### config.mk
export PLATFORM = sky130hd
export DESIGN_NAME = multiplier
export DESIGN_NICKNAME = d
export VERILOG_FILES = /design/src/rtl/multiplier.sv
export SDC_FILE = /design/constraint.sdc
export NUM_CORES = 1
export LEC_CHECK = 0
export ABC_AREA = 1
export CAP_MARGIN = 20
export CORE_ASPECT_RATIO = 2
export CORE_MARGIN = 4
export CORE_UTILIZATION = 40
export CTS_CLUSTER_DIAMETER = 150
export DETAILED_ROUTE_END_ITERATION = 10
export PLACE_DENSITY = 0.68
export SLEW_MARGIN = 15
export SYNTH_ARGS = -nofsm -noshare
export SYNTH_HDL_FRONTEND = slang
export SYNTH_SLANG_ARGS = --single-unit
export TNS_END_PERCENT = 5
### constraint.sdc
create_clock -name clk -period 8.4 [get_ports clk]
set_input_delay 1.26 -clock clk [delete_from_list [all_inputs] [get_ports clk]]
set_output_delay 1.26 -clock clk [all_outputs]
set_load 0.1 [all_outputs]
### src/rtl/multiplier.sv
// Signed WIDTH x WIDTH multiplier: radix-4 Booth partial products, carry-save
// reduction, final carry-propagate add; combinational product plus registered copy.
module multiplier #(
  parameter int unsigned WIDTH = 17
) (
  input  logic                 clk,
  input  logic                 reset,
  input  logic [WIDTH-1:0]     A,
  input  logic [WIDTH-1:0]     B,
  output logic [2*WIDTH-1:0]   result,
  output logic [2*WIDTH-1:0]   result_q
);

  localparam int unsigned PW    = 2 * WIDTH;
  localparam int unsigned NDIG  = (WIDTH + 1) / 2;
  localparam int unsigned BEW   = 2 * NDIG + 1;
  // One row per Booth digit plus one row gathering all negation carry-ins.
  localparam int unsigned NROWS = NDIG + 1;

  logic [BEW-1:0]   be;
  logic [PW-1:0]    rows [NROWS];
  logic [NDIG-1:0]  neg;
  logic [PW-1:0]    cs_sum;
  logic [PW-1:0]    cs_carry;

  // B with an implicit zero below the LSB, sign-extended to an even digit count.
  always_comb begin
    be = '0;
    for (int k = 1; k < int'(BEW); k++) begin
      be[k] = (k <= int'(WIDTH)) ? B[k-1] : B[WIDTH-1];
    end
  end

  // Booth-select each digit's magnitude (0, A or 2A), one's complement when negative,
  // full sign extension, then place at weight 4^i.
  always_comb begin
    logic [2:0]     grp;
    logic           one;
    logic           two;
    logic [WIDTH:0] mag;
    logic [PW-1:0]  ext;
    neg = '0;
    rows[NROWS-1] = '0;
    for (int i = 0; i < int'(NDIG); i++) begin
      grp    = be[2*i +: 3];
      one    = grp[1] ^ grp[0];
      two    = (grp[2] & ~grp[1] & ~grp[0]) | (~grp[2] & grp[1] & grp[0]);
      neg[i] = grp[2] & ~(grp[1] & grp[0]);
      if (one) begin
        mag = {A[WIDTH-1], A};
      end else if (two) begin
        mag = {A, 1'b0};
      end else begin
        mag = '0;
      end
      if (neg[i]) begin
        mag = ~mag;
      end
      ext     = {{(PW-WIDTH-1){mag[WIDTH]}}, mag};
      rows[i] = ext << (2 * i);
      rows[NROWS-1][2*i] = neg[i];
    end
  end

  // Linear chain of 3:2 compressors keeps sum and carry vectors separate until the end.
  always_comb begin
    logic [PW-1:0] s;
    logic [PW-1:0] c;
    logic [PW-1:0] r;
    s = rows[0];
    c = rows[1];
    for (int k = 2; k < int'(NROWS); k++) begin
      r = rows[k];
      {s, c} = {s ^ c ^ r, ((s & c) | (s & r) | (c & r)) << 1};
    end
    cs_sum   = s;
    cs_carry = c;
  end

  assign result = cs_sum + cs_carry;

  always_ff @(posedge clk or negedge reset) begin
    if (!reset) begin
      result_q <= '0;
    end else begin
      result_q <= result;
    end
  end

endmodule

Word level (Yosys, flattened, before mapping)
Index checks and enable logic that the tools add are counted.
{"block": "word_totals", "register_bits": 34, "in_bits": 36, "output_inout_bits": 68, "wordCells": 177}
{"block": "classes", "n_addsub": 1, "muxes": 26, "bitwise_logic": 149}
{"operator": "$and 33x33->33", "count": 22}
{"operator": "$or 33x33->33", "count": 16}
{"operator": "$xor 34x34->34", "count": 15}
{"operator": "$mux 18", "count": 26}
{"operator": "$not 18->18", "count": 9}
{"operator": "$and 33x17->33", "count": 2}
{"operator": "$and 1x1->1", "count": 45}
{"operator": "$add 34x34->34", "count": 1}
{"operator": "$xor 34x17->34", "count": 1}
{"operator": "$not 1->1", "count": 24}
{"operator": "$xor 1x1->1", "count": 8}
{"operator": "$or 1x1->1", "count": 7}

Logic depth before layout (Yosys ltp)
Gate-level depths: netlist of the first run.
{"block": "depth", "word_depth": 33, "ltp_mapped": 32, "ltp_nobuf": 31}

Worst setup path after synthesis of the first run
Ideal clock, no wire load.
{"block": "synth_timing", "path_kind": "in2out", "startpoint": "input port B[3]", "endpoint": "output port result[20]", "t_arrival_ns": 8.374, "required_ns": 7.140, "setup_slack_ns": -1.234, "path_stages": 26, "path_buffers": 1, "path_cell_list": "ha_1 inv_1 clkbuf_1 o21ai_1 o21ai_1 xor2_1 fa_1 inv_1 fa_1 fa_1 fa_1 fa_1 inv_1 fa_1 inv_1 fa_1 inv_1 fa_1 ha_1 nand2_1 nor2_1 nand2_1 inv_1 nand2_1 nand2_1 xor2_1"}
{"block": "synth_via", "elab_chain_cells": 33, "word_cells_on_any_way": 79, "classes_between": "add/sub (1); mux (6); bitwise (72)"}
{"element": "start, declared", "line": "9", "rtl": "input logic [WIDTH-1:0] B,"}
{"element": "$not 1->1", "line": "47", "rtl": "two = (grp[2] & ~grp[1] & ~grp[0]) | (~grp[2] & grp[1] & grp[0]);"}
{"element": "$and 1x1->1 (2 in a row)", "line": "47"}
{"element": "$or 1x1->1", "line": "47"}
{"element": "$mux 18", "line": "51", "rtl": "end else if (two) begin"}
{"element": "$mux 18", "line": "49", "rtl": "if (one) begin"}
{"element": "$not 18->18", "line": "57", "rtl": "mag = ~mag;"}
{"element": "$mux 18", "line": "56", "rtl": "if (neg[i]) begin"}
{"element": "$and 33x33->33", "line": "74", "rtl": "{s, c} = {s ^ c ^ r, ((s & c) | (s & r) | (c & r)) << 1};"}
{"element": "[12 not listed]"}
{"element": "$or 33x33->33 (2 in a row)", "line": "74"}
{"element": "$and 33x33->33", "line": "74"}
{"element": "$or 33x33->33 (2 in a row)", "line": "74"}
{"element": "$and 33x33->33", "line": "74"}
{"element": "$or 33x33->33 (2 in a row)", "line": "74"}
{"element": "$and 33x33->33", "line": "74"}
{"element": "$or 33x33->33 (2 in a row)", "line": "74"}
{"element": "$add 34x34->34 *", "line": "80", "rtl": "assign result = cs_sum + cs_carry;"}
{"element": "end, declared", "line": "10", "rtl": "output logic [2*WIDTH-1:0] result,"}
Every way passes the cells marked *; elsewhere a longest branch is shown, timed or not.

Final worst setup path of the first run
{"block": "layout_timing", "startpoint": "input port A[16]", "endpoint": "output port result[31]"}
{"block": "layout_via", "elab_chain_cells": 29, "word_cells_on_any_way": 89, "classes_between": "add/sub (1); mux (24); bitwise (64)"}
{"element": "start, declared", "line": "8", "rtl": "input logic [WIDTH-1:0] A,"}
{"element": "$mux 18", "line": "51"}
{"element": "$mux 18", "line": "49"}
{"element": "$not 18->18", "line": "57"}
{"element": "$mux 18", "line": "56"}
{"element": "$and 33x33->33", "line": "74"}
{"element": "$or 33x33->33 (2 in a row)", "line": "74"}
{"element": "$and 33x33->33", "line": "74"}
{"element": "$or 33x33->33 (2 in a row)", "line": "74"}
{"element": "[7 not listed]"}
{"element": "$or 33x33->33 (2 in a row)", "line": "74"}
{"element": "$and 33x33->33", "line": "74"}
{"element": "$or 33x33->33 (2 in a row)", "line": "74"}
{"element": "$and 33x33->33", "line": "74"}
{"element": "$or 33x33->33 (2 in a row)", "line": "74"}
{"element": "$and 33x33->33", "line": "74"}
{"element": "$or 33x33->33 (2 in a row)", "line": "74"}
{"element": "$add 34x34->34 *", "line": "80"}
Marked as above.

==> results of run 1 <==
placed cells by master (no fill, tap or decap), types with 5 or more instances in the layout:
| cell | n |
|---|---|
| nor2_1 | 25 |
| nand2_4 | 11 |
| fa_1 | 111 |
| nor2_4 | 13 |
| xor2_1 | 145 |
| nand4_1 | 5 |
| ha_1 | 62 |
| o21ai_0 | 76 |
| o21ai_1 | 158 |
| nand2_2 | 42 |
| clkbuf_16 | 5 |
| o21ai_4 | 12 |
| dlygate4sd2_1 | 5 |
| nand3_2 | 5 |
| fa_2 | 18 |
| nand3_1 | 23 |
| buf_6 | 16 |
| nand2_1 | 222 |
| clkdlybuf4s50_1 | 58 |
| inv_2 | 21 |
| buf_12 | 37 |
| a21oi_2 | 10 |
| xor2_2 | 5 |
| a21oi_1 | 12 |
| o21ai_2 | 7 |
| ha_4 | 35 |
| dfrtp_1 | 34 |
| o211ai_1 | 12 |
| buf_4 | 171 |
| nor2_2 | 21 |
| xor2_4 | 9 |
| inv_1 | 228 |
stage by stage:
stage | area, um2 | cells | setup slack (ps) | setup TNS, ps
4_1_cts | 14100 | 1981 | -578 | -10600
5_1_grt | 14700 | 1986 | -704 | -13630
3_5_place_dp | 13600 | 1968 | -1090 | -22260
2_1_floorplan | 10800 | 1406 | -350 | -5810
3_3_place_gp | 13600 | 1968 | -985 | -20250
6_report | 14700 | 1986 | -457 | -8120
worst min path at each step:
stage | end | cells after the start
after detailed placement | result_q[4]$_DFF_PN0_ | 1
after CTS | result_q[4]$_DFF_PN0_ | 1
after floorplan | result_q[0]$_DFF_PN0_ | 0
final | result_q[4]$_DFF_PN0_ | 1
after global routing | result_q[4]$_DFF_PN0_ | 1
after global placement | result_q[4]$_DFF_PN0_ | 1
timing repair:
action / in CTS / in global routing
pin swaps: 23 / 47
setup endpoints to repair: 25 / 24
hold buffers: 0 / 0
gates resized for setup: 106 / 125
hold endpoints to repair: 0 / 0
setup buffers: 7 / 5
critical path, cell delays in order:
cell and delay [ps]:
clkdlybuf4s50_1 460, buf_4 180, nand2_1 80, xor2_1 130, buf_4 150, fa_1 480, inv_2 120, fa_2 480
fa_2 620, fa_2 510, fa_1 510, inv_1 50, fa_1 450, fa_1 550, ha_4 220, ha_4 280
nand2_1 100, buf_4 150, nor2_2 120, nand2_1 100, nor2_2 130, nand2_2 90, nand2_1 90, nand2_2 60
nand2_4 70, buf_12 170
layer usage:
metal / track usage [%] / vias to the layer above / routed length, um
met3: 1.55 / 153 / 814
met4: 17.5 / 0 / 2990
met2: 45.5 / 293 / 19000
met1: 20.7 / 4917 / 10500
met5: 0 / - / 0
li1: - / 4866 / -
final cells by class:
class                      instances  area [um2]  share of cell area (%)
timing repair buffer             295        2900                    19.7
tap                              340         425                    2.89
inverter                         254         963                    6.54
clock buffer                       6         129                   0.875
clock inverter                     2        13.8                  0.0934
sequential                        34         851                    5.77
multi-input combinational       1055        9450                    64.1
kinds of logic (layout without fill, tap and decap cells):
logic type / Yosys count / after routing / synth area share, %
xor gates and xnor gates: 163 / 163 / 13.6
and+or+nand+nor: 370 / 370 / 14.4
adders and majority gates: 226 / 226 / 36.1
DFF: 34 / 34 / 8.09
AOI/OAI and AO/OA: 296 / 296 / 15.6
buffers and inverters: 317 / 557 / 12.3
==> results.sh, run 1 <==
export IMPL_worstSetupEndpoint="result[31]"
export IMPL_slew_headroom_pct=33.7
export IMPL_end_kind="primary output"
export IMPL_cts_tree="yes"
export IMPL_post_route_period_util_pct=105
export IMPL_worst_slew_pin_slew_ps=992
export IMPL_ys_warn_count=0
export IMPL_die_y_um=237
export IMPL_finalSetupViolCount=23
export IMPL_numCtsBuffers=5
export IMPL_grt_overflow=0
export IMPL_die_area_um2=29100
export IMPL_slew_violations=0
export IMPL_io_pins=104
export IMPL_yosysSeqAreaShare_pct=8.09
export IMPL_area_growth_pct=40.1
export IMPL_initial_core_util_pct=40.8
export IMPL_num_rows=83
export IMPL_ctsHtreeMaxLevel=2
export IMPL_hold_path_class="input pin to async pin"
export IMPL_largest_reg_flops=34
export IMPL_hold_slack_ps=1040
export IMPL_startpoint="A[16]"
export IMPL_async_flop_share_pct=100
export IMPL_dp_hpwl_um=28400
export IMPL_critPathKind="input pin to primary output"
export IMPL_violations="negative setup slack"
export IMPL_synth_area_leaders="fa_1, xor2_1, ha_1"
export IMPL_synth_cell_type_count=32
export IMPL_fmax_mhz=113
export IMPL_drive_gt1_share_pct=27.3
export IMPL_regMostFlops="result_q"
export IMPL_synth_top_area_cell="fa_1"
export IMPL_cts_buffer_depth=2
export IMPL_avgRoutedWirePerCell_um=16.8
export IMPL_syn_area_um2=10500
export IMPL_viasPerCell=5.15
export IMPL_clockRootBuffer="clkbuf_16"
export IMPL_antenna_cells=0
export IMPL_final_hold_viol_count=0
export IMPL_synth_edf_count=0
export IMPL_grt_first_pass_wirelength_um=53100
export IMPL_gp_congestion=1.00
export IMPL_ys_seq_elements=34
export IMPL_cts_sinks=34
export IMPL_io_buffers=103
export IMPL_reg_top3="result_q (34)"
export IMPL_timing_final_ws_setup_ps=-457
export IMPL_drt_total_wl_um=33400
export IMPL_dieWidth_um=123
export IMPL_first_pass_iters=5
export IMPL_crit_required_ps=7140
export IMPL_syn_num_nets=1668
export IMPL_grt_util_all_layers_pct=23.0
export IMPL_drt_iter0_markers=466
export IMPL_grt_max_degree=35
export IMPL_synth_cells=1406
export IMPL_synthTopCellsByCount="nand2_1, inv_1, xor2_1"
export IMPL_route_detailed_drc=0
export IMPL_vias=10200
export IMPL_cp_arrival_ps=7600
export IMPL_fin_util_pct=57.2
export IMPL_netlist_area_leader_share_pct=24.5
export IMPL_max_cap_violations=0
export IMPL_synth_area_per_cell_um2=7.48
export IMPL_clk_pin_slew_ps=60
export IMPL_antenna_found_initial=0
export IMPL_cp_max_fo=6
export IMPL_core_area_um2=25800
export IMPL_period_minus_slack_ps=8860
export IMPL_yosysMostFrequentCell="nand2_1"
export IMPL_rsz0062_at_grt="yes"
export IMPL_outcome="finished, violations left"
export IMPL_yosys_most_used_dff="dfrtp_1"
export IMPL_crit_path_start_kind="input pin"
export IMPL_grt_pass1_vias=11000
export IMPL_final_nets=1907
export IMPL_fillers=2290
export IMPL_drtAntennaViolNets=0
Power of run 1 is not shown: default switching activity piles up to over one toggle a cycle in this logic, so the estimate is an artifact.
==> run 2, diff against run 1 <==
Settings changed: CTS_CLUSTER_SIZE set to 14, RECOVER_POWER set to 25.
==> results.sh, run 2 (same netlist as run 1, synthesis figures left out) <==
export IMPL_period_minus_slack_ps=8860
export IMPL_vias=10200
export IMPL_clockRootBuffer="clkbuf_16"
export IMPL_avgRoutedWirePerCell_um=16.8
export IMPL_fmax_mhz=113
export IMPL_grt_pass1_vias=11000
export IMPL_antenna_cells=0
export IMPL_final_setup_tns_ps=-8120
export IMPL_slew_headroom_pct=-27.8
export IMPL_violations="max-capacitance violations, max-slew violations, negative setup slack"
export IMPL_layout_commonest_cell="inv_1"
export IMPL_drt_total_wl_um=33400
export IMPL_drt_iter0_markers=466
export IMPL_max_cap_violations=1
export IMPL_numCtsBuffers=5
export IMPL_slew_violations=35
export IMPL_ctsHtreeMaxLevel=2
export IMPL_cts_tree="yes"
export IMPL_drtAntennaViolNets=0
export IMPL_grt_util_all_layers_pct=23.0
export IMPL_route_detailed_drc=0
export IMPL_die_area_um2=29100
export IMPL_viasPerCell=5.15
export IMPL_drive_gt1_share_pct=27.3
export IMPL_first_pass_iters=5
export IMPL_finalSetupViolCount=23
export IMPL_io_pins=104
export IMPL_crit_path_start_kind="input pin"
export IMPL_end_kind="primary output"
export IMPL_rsz0062_at_grt="yes"
export IMPL_antenna_found_initial=0
export IMPL_cts_hold_buf=0
export IMPL_startpoint="A[16]"
export IMPL_final_nets=1907
export IMPL_reg_top3="result_q (34)"
export IMPL_final_hold_viol_count=0
export IMPL_post_route_period_util_pct=105
export IMPL_hold_slack_ps=1480
export IMPL_io_buffers=103
export IMPL_cts_buffer_depth=2
export IMPL_num_rows=83
export IMPL_final_cell_mix="inv_1, nand2_1, buf_4"
export IMPL_die_y_um=237
export IMPL_initial_core_util_pct=40.8
export IMPL_worst_slew_pin_slew_ps=1920
export IMPL_grt_max_degree=35
export IMPL_grt_first_pass_wirelength_um=53100
export IMPL_core_area_um2=25800
export IMPL_largest_reg_flops=34
export IMPL_crit_required_ps=7140
export IMPL_critPathKind="input pin to primary output"
export IMPL_area_growth_pct=40.1
export IMPL_cts_sinks=34
export IMPL_cp_max_fo=6
export IMPL_gp_congestion=1.00
export IMPL_regMostFlops="result_q"
export IMPL_outcome="finished, violations left"
export IMPL_clk_pin_slew_ps=60
export IMPL_hold_path_class="input pin to async pin"
export IMPL_dieWidth_um=123
export IMPL_timing_final_ws_setup_ps=-457
export IMPL_cp_arrival_ps=7600
export IMPL_dp_hpwl_um=28400
export IMPL_grt_overflow=0
==> run 2: changes by cell type in the layout (fill, tap and decap cells not counted) <==
cell / previous run / this run
clkbuf_1: 1 / 2
buf_2: 4 / 3
==> run 2: worst max path at each step <==
stage	endpoint	depth (start not counted)
2_1_floorplan	result[17]	25
3_3_place_gp	result[31]	27
3_5_place_dp	result[31]	25
4_1_cts	result[17]	28
5_1_grt	result[31]	30
6_report	result[31]	26
==> run 2: final cells by class <==
cell class | count | area, um2
Inverter | 254 | 963
Timing Repair Buffer | 295 | 2900
Fill cell | 2291 | 11000
Clock buffer | 6 | 129
Clock inverter | 2 | 13.8
Tap cell | 340 | 425
Sequential cell | 34 | 851
Multi-Input combinational cell | 1055 | 9450
==> run 2: through the flow <==
step	instances	instance area [um2]	setup slack, ps	util (%)
6_report	1986	14700	-457	57.2
5_1_grt	1986	14700	-704	57.2
4_1_cts	1981	14100	-578	54.7
3_5_place_dp	1968	13600	-1090	52.9
3_3_place_gp	1968	13600	-985	52.9
2_1_floorplan	1406	10800	-350	-
==> run 2: critical path: stages <==
cell and delay (ps):
clkdlybuf4s50_1 460, buf_4 180, nand2_1 80, xor2_1 130, buf_4 150, fa_1 480
inv_2 120, fa_2 480, fa_2 620, fa_2 510, fa_1 510, inv_1 50
fa_1 450, fa_1 550, ha_4 220, ha_4 280, nand2_1 100, buf_4 150
nor2_2 120, nand2_1 100, nor2_2 130, nand2_2 90, nand2_1 90, nand2_2 60
nand2_4 70, buf_12 170
==> run 2: per-layer routing <==
layer	share of wire [%]	GRT usage, %	vias to the layer above	wire length [um]
li1	-	-	4866	-
met1	32	20.7	4917	10500
met5	0	0	-	0
met2	57	45.5	293	19000
met4	9.0	17.5	0	2990
met3	2.4	1.55	153	813
==> run 2: what timing repair did <==
item | in CTS | in global routing
gates resized for setup | 106 | 125
setup buffers | 7 | 5
cloned | 0 | 0
endpoints found under the setup margin | 25 | 24
pin swaps | 23 | 47
Power of run 2 is left out for the same reason.
